==> src/rtl/uart_pkg.sv <==
// Shared UART definitions: FSM encoding, default bit period and frame bit counts.
// The PARITY state exists only when UART_RX_PARITY_EN is defined.
package uart_pkg;

   localparam int BAUD_MAX_DEF = 5208;
   localparam int DATA_BITS    = 8;
   localparam int STOP_BITS    = 1;

   typedef enum logic [2:0] {
      IDLE   = 3'd0,
      START  = 3'd1,
      DATA   = 3'd2,
`ifdef UART_RX_PARITY_EN
      PARITY = 3'd3,
`endif
      STOP   = 3'd4
   } uart_state_e;

   // Even parity holds when data plus parity bit carry an even number of ones.
   function automatic logic even_par_ok(input logic [DATA_BITS-1:0] d, input logic p);
      return ~(^{d, p});
   endfunction

endpackage

==> src/rtl/uart_rx_if.sv <==
// Receiver-side UART signals: serial line in, received byte and status pulses out.
interface uart_rx_if;
   import uart_pkg::*;

   logic                 uart_rx;
   logic [DATA_BITS-1:0] rx_data;
   logic                 rx_valid;
   logic                 frame_err;
   logic                 parity_err;

   modport master (
      input  uart_rx,
      output rx_data,
      output rx_valid,
      output frame_err,
      output parity_err
   );

   modport slave (
      output uart_rx,
      input  rx_data,
      input  rx_valid,
      input  frame_err,
      input  parity_err
   );

endinterface

==> src/rtl/uart_sync2.sv <==
// Two-flop synchronizer for the asynchronous serial line; resets to the idle level (1).
module uart_sync2 (
   input  logic clk,
   input  logic rst_n,
   input  logic d_i,
   output logic q_o
);

   logic s1_q;
   logic s2_q;

   always_ff @(posedge clk or negedge rst_n) begin
      if (!rst_n) begin
         s1_q <= 1'b1;
         s2_q <= 1'b1;
      end else begin
         s1_q <= d_i;
         s2_q <= s1_q;
      end
   end

   assign q_o = s2_q;

endmodule

==> src/rtl/uart_rx.sv <==
// UART receiver, 8N1 by default, 8E1 when UART_RX_PARITY_EN is defined; samples each bit
// once at SAMPLE_PT-1 of a BAUD_MAX-cycle bit period and pulses result flags one cycle later.
module uart_rx
   import uart_pkg::*;
#(
   parameter int BAUD_MAX  = BAUD_MAX_DEF,
   parameter int SAMPLE_PT = BAUD_MAX / 2
) (
   input logic       clk,
   input logic       rst_n,
   uart_rx_if.master rx_if
);

   localparam int CW = (BAUD_MAX > 1) ? $clog2(BAUD_MAX) : 1;
   typedef logic [CW-1:0] cnt_t;
   localparam cnt_t       SMP_AT   = cnt_t'(SAMPLE_PT - 1);
   localparam cnt_t       WRAP_AT  = cnt_t'(BAUD_MAX - 1);
   localparam logic [2:0] LAST_BIT = 3'(DATA_BITS - 1);

   logic                 line_s;
   logic                 prev_q;
   logic [1:0]           live_q;
   logic                 armed_q;
   logic                 start_det;
   logic                 smp;
   logic                 wrap;

   uart_state_e          state_q, state_d;
   cnt_t                 cnt_q, cnt_d;
   logic [2:0]           bit_q, bit_d;
   logic [DATA_BITS-1:0] shreg_q, shreg_d;
   logic [DATA_BITS-1:0] rx_data_q, rx_data_d;
   logic                 rx_valid_q, rx_valid_d;
   logic                 frame_err_q, frame_err_d;
`ifdef UART_RX_PARITY_EN
   logic                 par_q, par_d;
   logic                 parity_err_q, parity_err_d;
`endif

   uart_sync2 u_sync (
      .clk   (clk),
      .rst_n (rst_n),
      .d_i   (rx_if.uart_rx),
      .q_o   (line_s)
   );

   // The synchronizer and edge flop reset to 1, which is not a real observation of the line.
   // Start detection is armed only after a genuine high has been seen, so a line that is
   // low when reset releases cannot fake a start edge.
   always_ff @(posedge clk or negedge rst_n) begin
      if (!rst_n) begin
         prev_q  <= 1'b1;
         live_q  <= 2'b00;
         armed_q <= 1'b0;
      end else begin
         prev_q  <= line_s;
         live_q  <= {live_q[0], 1'b1};
         armed_q <= armed_q | (live_q[1] & line_s);
      end
   end

   assign start_det = armed_q & prev_q & ~line_s;
   assign smp       = (cnt_q == SMP_AT);
   assign wrap      = (cnt_q == WRAP_AT);

   always_ff @(posedge clk or negedge rst_n) begin
      if (!rst_n) begin
         state_q     <= IDLE;
         cnt_q       <= '0;
         bit_q       <= '0;
         shreg_q     <= '0;
         rx_data_q   <= '0;
         rx_valid_q  <= 1'b0;
         frame_err_q <= 1'b0;
      end else begin
         state_q     <= state_d;
         cnt_q       <= cnt_d;
         bit_q       <= bit_d;
         shreg_q     <= shreg_d;
         rx_data_q   <= rx_data_d;
         rx_valid_q  <= rx_valid_d;
         frame_err_q <= frame_err_d;
      end
   end

`ifdef UART_RX_PARITY_EN
   always_ff @(posedge clk or negedge rst_n) begin
      if (!rst_n) begin
         par_q        <= 1'b0;
         parity_err_q <= 1'b0;
      end else begin
         par_q        <= par_d;
         parity_err_q <= parity_err_d;
      end
   end
`endif

   always_comb begin
      state_d     = state_q;
      cnt_d       = wrap ? '0 : cnt_q + cnt_t'(1);
      bit_d       = bit_q;
      shreg_d     = shreg_q;
      rx_data_d   = rx_data_q;
      rx_valid_d  = 1'b0;
      frame_err_d = 1'b0;
`ifdef UART_RX_PARITY_EN
      par_d        = par_q;
      parity_err_d = 1'b0;
`endif

      unique case (state_q)
         IDLE: begin
            cnt_d = '0;
            bit_d = '0;
            if (start_det) begin
               state_d = START;
            end
         end

         START: begin
            if (smp && line_s) begin
               state_d = IDLE;
               cnt_d   = '0;
            end else if (wrap) begin
               state_d = DATA;
               bit_d   = '0;
            end
         end

         DATA: begin
            if (smp) begin
               shreg_d[bit_q] = line_s;
            end
            if (wrap) begin
               if (bit_q == LAST_BIT) begin
`ifdef UART_RX_PARITY_EN
                  state_d = PARITY;
`else
                  state_d = STOP;
`endif
                  bit_d = '0;
               end else begin
                  bit_d = bit_q + 3'd1;
               end
            end
         end

`ifdef UART_RX_PARITY_EN
         PARITY: begin
            if (smp) begin
               par_d = line_s;
            end
            if (wrap) begin
               state_d = STOP;
            end
         end
`endif

         // Result is decided at the stop sample; the rest of the stop bit is spent in IDLE
         // so a back-to-back start edge is never missed.
         STOP: begin
            if (smp) begin
               state_d = IDLE;
               cnt_d   = '0;
               if (!line_s) begin
                  frame_err_d = 1'b1;
               end
`ifdef UART_RX_PARITY_EN
               else if (!even_par_ok(shreg_q, par_q)) begin
                  parity_err_d = 1'b1;
               end
`endif
               else begin
                  rx_valid_d = 1'b1;
                  rx_data_d  = shreg_q;
               end
            end
         end

         default: begin
            state_d = IDLE;
            cnt_d   = '0;
         end
      endcase
   end

   assign rx_if.rx_data   = rx_data_q;
   assign rx_if.rx_valid  = rx_valid_q;
   assign rx_if.frame_err = frame_err_q;
`ifdef UART_RX_PARITY_EN
   assign rx_if.parity_err = parity_err_q;
`else
   assign rx_if.parity_err = 1'b0;
`endif

endmodule
==> src/flat_wrapper.sv <==
// flat-port wrapper written by rule: the top's interface ports become plain ports
module uart_rx_flat import uart_pkg::*;
#(
   parameter int BAUD_MAX  = BAUD_MAX_DEF,
   parameter int SAMPLE_PT = BAUD_MAX / 2
)
  (clk, rst_n, rx_if_uart_rx, rx_if_rx_data, rx_if_rx_valid, rx_if_frame_err, rx_if_parity_err);
  uart_rx_if rx_if_i ();
  input logic clk;
  input logic rst_n;
  input wire logic [$bits(rx_if_i.uart_rx)-1:0] rx_if_uart_rx;
  output wire logic [$bits(rx_if_i.rx_data)-1:0] rx_if_rx_data;
  output wire logic [$bits(rx_if_i.rx_valid)-1:0] rx_if_rx_valid;
  output wire logic [$bits(rx_if_i.frame_err)-1:0] rx_if_frame_err;
  output wire logic [$bits(rx_if_i.parity_err)-1:0] rx_if_parity_err;
  assign rx_if_i.uart_rx = rx_if_uart_rx;
  assign rx_if_rx_data = rx_if_i.rx_data;
  assign rx_if_rx_valid = rx_if_i.rx_valid;
  assign rx_if_frame_err = rx_if_i.frame_err;
  assign rx_if_parity_err = rx_if_i.parity_err;
  uart_rx #(.BAUD_MAX(BAUD_MAX), .SAMPLE_PT(SAMPLE_PT)) u_core (.clk(clk), .rst_n(rst_n), .rx_if(rx_if_i));
endmodule
==> config.mk <==
export PLATFORM = sky130hd
export DESIGN_NAME = uart_rx_flat
export DESIGN_NICKNAME = d
export VERILOG_FILES = /design/src/rtl/uart_pkg.sv /design/src/rtl/uart_rx_if.sv /design/src/rtl/uart_sync2.sv /design/src/rtl/uart_rx.sv /design/src/flat_wrapper.sv
export SDC_FILE = /design/constraint.sdc
export NUM_CORES = 1
export LEC_CHECK = 0
export ABC_AREA = 1
export BUFFER_PORTS_ARGS = -buffer_cell sky130_fd_sc_hd__buf_2
export CORE_AREA = 3 3 70 72
export CTS_CLUSTER_DIAMETER = 30
export DETAILED_ROUTE_END_ITERATION = 8
export DIE_AREA = 0 0 73 75
export PLACE_DENSITY = 0.69
export SETUP_SLACK_MARGIN = 0.02
export SLEW_MARGIN = 25
export SYNTH_ARGS = -nofsm -noshare
export SYNTH_HDL_FRONTEND = slang
export SYNTH_SLANG_ARGS = --single-unit
==> constraint.sdc <==
create_clock -name clk -period 2.2 [get_ports clk]
set_input_delay 0.11 -clock clk [delete_from_list [all_inputs] [get_ports clk]]
set_output_delay 0.11 -clock clk [all_outputs]
set_load 0.02 [all_outputs]
==> metrics.txt <==
status finished clean; # nets final 277; Layout Utilization 0.545; Setup TNS 0 ns; Core ar. 0.00435 mm^2; Sink Count 43; total nets after synthesis 258; Resize count post-CTS 0; Top delay family on crit path simple AND/OR/NAND/NOR gates; Ports 14; Clk pwr share 0.254; Synth cell types 33; final hold viol count 0; post-synthesis mux area share 0; CTS root buffer clkbuf_8; Reg power frac 0.447; crit start category flop; Yosys top cell area share 0.465; Slew Limit Fails 0; syn_area_per_cell 8.55 um^2; cells on worst reg2reg path 9; count leader, synth nand2_1; xor/xnor share of the synthesized area 0.0244; CP endpoint kind flop; Iter 0 DRT Violations 112; PnR Total Power 2.02 mW; fraction of the mapped netlist area in adder cells 0.0174; Via Count 1630; global route total overflow 0; CTS tree yes; worst vdd ir 0.530 mV; Net Switching 758 uW; Finish-stage setup viols 0; antenna viol nets, final 0; post-CTS setup buffers 0; Via density 5.03; FP Rows 24; gpl congestion 0.872; LEAKAGE 1.12 nW; worst path cell trace ha_1 > nand2_1 > clkinv_1 > nand2_1 > nor2_2 > nand2_1 > nand2_1 > nand3_2 > nor3b_2; flops & latches, synth 43; clock latency on the worst-skew pair 0.30 ns; yosys synthesis warning count 0; Primary FF master, synth dfrtp_1; die height 75 um; most used cell, CP nand2_1; CP required 2.36 ns; CP Depth 9; total number of H-tree levels 2; crit path to u_core.cnt_q[9]; largest net degree at the start of global routing 24; worst reg2reg endpoint u_core.cnt_q[9]; Inst Count DP 314; Buffers on Ports 12; worst r2r src u_core.cnt_q[0]; Combinational Power Share 0.299; global-route wire length before repair 6750 um; vias in the first global route 1454; WP data arrival 1.89 ns; Mapped Cells 252; Reg clk slew, reported paths 0.09 ns; Post-route DRC 0; top cells by area, synth dfrtp_1, nand2_1, nand3_1; HPWL after detailed placement 2900 um; Starting Density 0.495; Syn-to-layout area delta 10.2%; post-route minimum period 1.73 ns; EDFF count, synth 0; initial antenna violation count 0; final hold slack 0.303 ns; post-synthesis compound-gate area fraction 0.0482; CTS Buf Count 5; Slowest-stage cell, CP dfrtp_1; RSZ-0062 raised after global routing no; Post-Route WL 3950 um; share of layout cells above drive strength 1 0.173; final period utilization 0.786; Hold/Removal Path Class input pin to asynchronous set/reset pin; Max Freq 578 MHz; largest family of logic cells by synthesized area simple AND/OR/NAND/NOR gates; asr flop ratio synth 1.00; die area 0.00548 mm^2; Finished Layout Cells 324; DR pass1 iterations 4; Post-Synth Simple-Gate Area 0.350; Worst Path Max Fanout 9; clock skew 0.00748 ns; Die W 73 um; Seq/Total Area, Yosys 0.501; synthesized area 0.00215 mm^2; power density over cell area 851 mW/mm^2; Global Route Usage Sum 0.160; routed length per instance 12.2 um; Worst Path Buf+Inv 1; Synth area leader dfrtp_1; Worst path max stage delay 0.42 ns; total internal power 1.26 mW; CTS max path bufs 2; Switching Share 0.375; commonest cells in the netlist nand2_1, dfrtp_1, inv_1, nand3_1, nor2_1; # diodes 0; max cap viols 0; Setup crit start u_core.cnt_q[0]; R2R Setup Slk 0.47 ns; CP Class flop to flop
## cells by family (layout without fill, tap and decap cells)
group,count (synthesis),in the layout
AO/OA/AOI/OAI,18,18
flip-flops,43,43
AND/OR/NAND/NOR,152,152
buffers and inverters,28,48
adder cells (fa/ha/maj),3,3
XOR/XNOR,6,6
other,2,2
## how the worst min path moves through the flow
stage,endpoint,cells after the start
after detailed placement,u_core.cnt_q[10],1
after global placement,u_core.cnt_q[10],1
after CTS,u_core.rx_if.rx_data[3],2
after floorplan,u_core.armed_q,0
after global routing,u_core.rx_if.rx_data[3],2
final,u_core.rx_if.rx_data[3],2
## worst reg2reg max path, cell delays in order, from the launching register on
cell	delay (ns)
dfrtp_1	0.42
ha_1	0.29
nand2_1	0.08
clkinv_1	0.05
nand2_1	0.05
nor2_2	0.13
nand2_1	0.07
nand2_1	0.13
nand3_2	0.18
nor3b_2	0.20
## stage by stage
step	setup slack, ns	instance area [um^2]
global placement	0.536	2260
CTS	0.472	2370
global route	0.293	2370
detailed placement	0.490	2260
floorplan	0.706	2150
finish	0.471	2370
## repair_timing
item                                   4_1_cts  5_1_grt
hold buffers                                 2        0
endpoints found under the hold margin       23        0
setup endpoints to repair                    0        0
## layer usage
| metal | global-route usage | part of all wire |
|---|---|---|
| met5 | 0 | 0 |
| met4 | 0.0676 | 0.017 |
| met3 | 0.0280 | 0.044 |
| met2 | 0.247 | 0.44 |
| met1 | 0.224 | 0.50 |
## layout make-up
class,instances,area (um^2)
Clock inverter,3,25.0
Inverter,25,93.8
Sequential cell,43,1080
Fill cell,400,1980
Timing Repair Buffer,15,87.6
Tap cell,52,65.1
Multi-Input combinational cell,181,955
Clock buffer,5,68.8
## cell usage in the layout (no fill, tap or decap), drive strengths merged
cell type / instances
nand2: 80
dfrtp: 40
inv: 24
nand3: 23
nor2: 22
o21ai: 14
buf: 13
nor3: 12
xor2: 6
nor3b: 6
nand4: 5
clkbuf: 5
ha: 3
dfstp: 3
clkinv: 3
and3b: 2
conb: 2
dlygate4sd3: 2
and3: 1
a31oi: 1
a32oi: 1
a21o: 1
or2: 1
o31ai: 1
clkinvlp: 1
## power by group through the flow
stage	combinational [mW]	sequential (mW)	clock [mW]
4_1_cts	0.611	0.904	0.529
2_1_floorplan	0.511	0.908	0
3_3_place_gp	0.594	0.916	0
5_1_grt	0.693	0.914	0.562
6_report	0.604	0.904	0.513
3_5_place_dp	0.605	0.920	0
## flip-flops by register name, summed over array words and instances, names as in the netlist
name / cells
u_core.u_sync.s1_q: 1
u_core.armed_q: 1
u_core.prev_q: 1
u_core.state_q: 3
u_core.rx_if.rx_data: 8
u_core.rx_if.frame_err: 1
u_core.live_q: 2
u_core.shreg_q: 8
u_core.rx_if.rx_valid: 1
u_core.cnt_q: 13
u_core.bit_q: 3
u_core.u_sync.q_o: 1
Note: power is estimated with default switching activity, not from simulation.
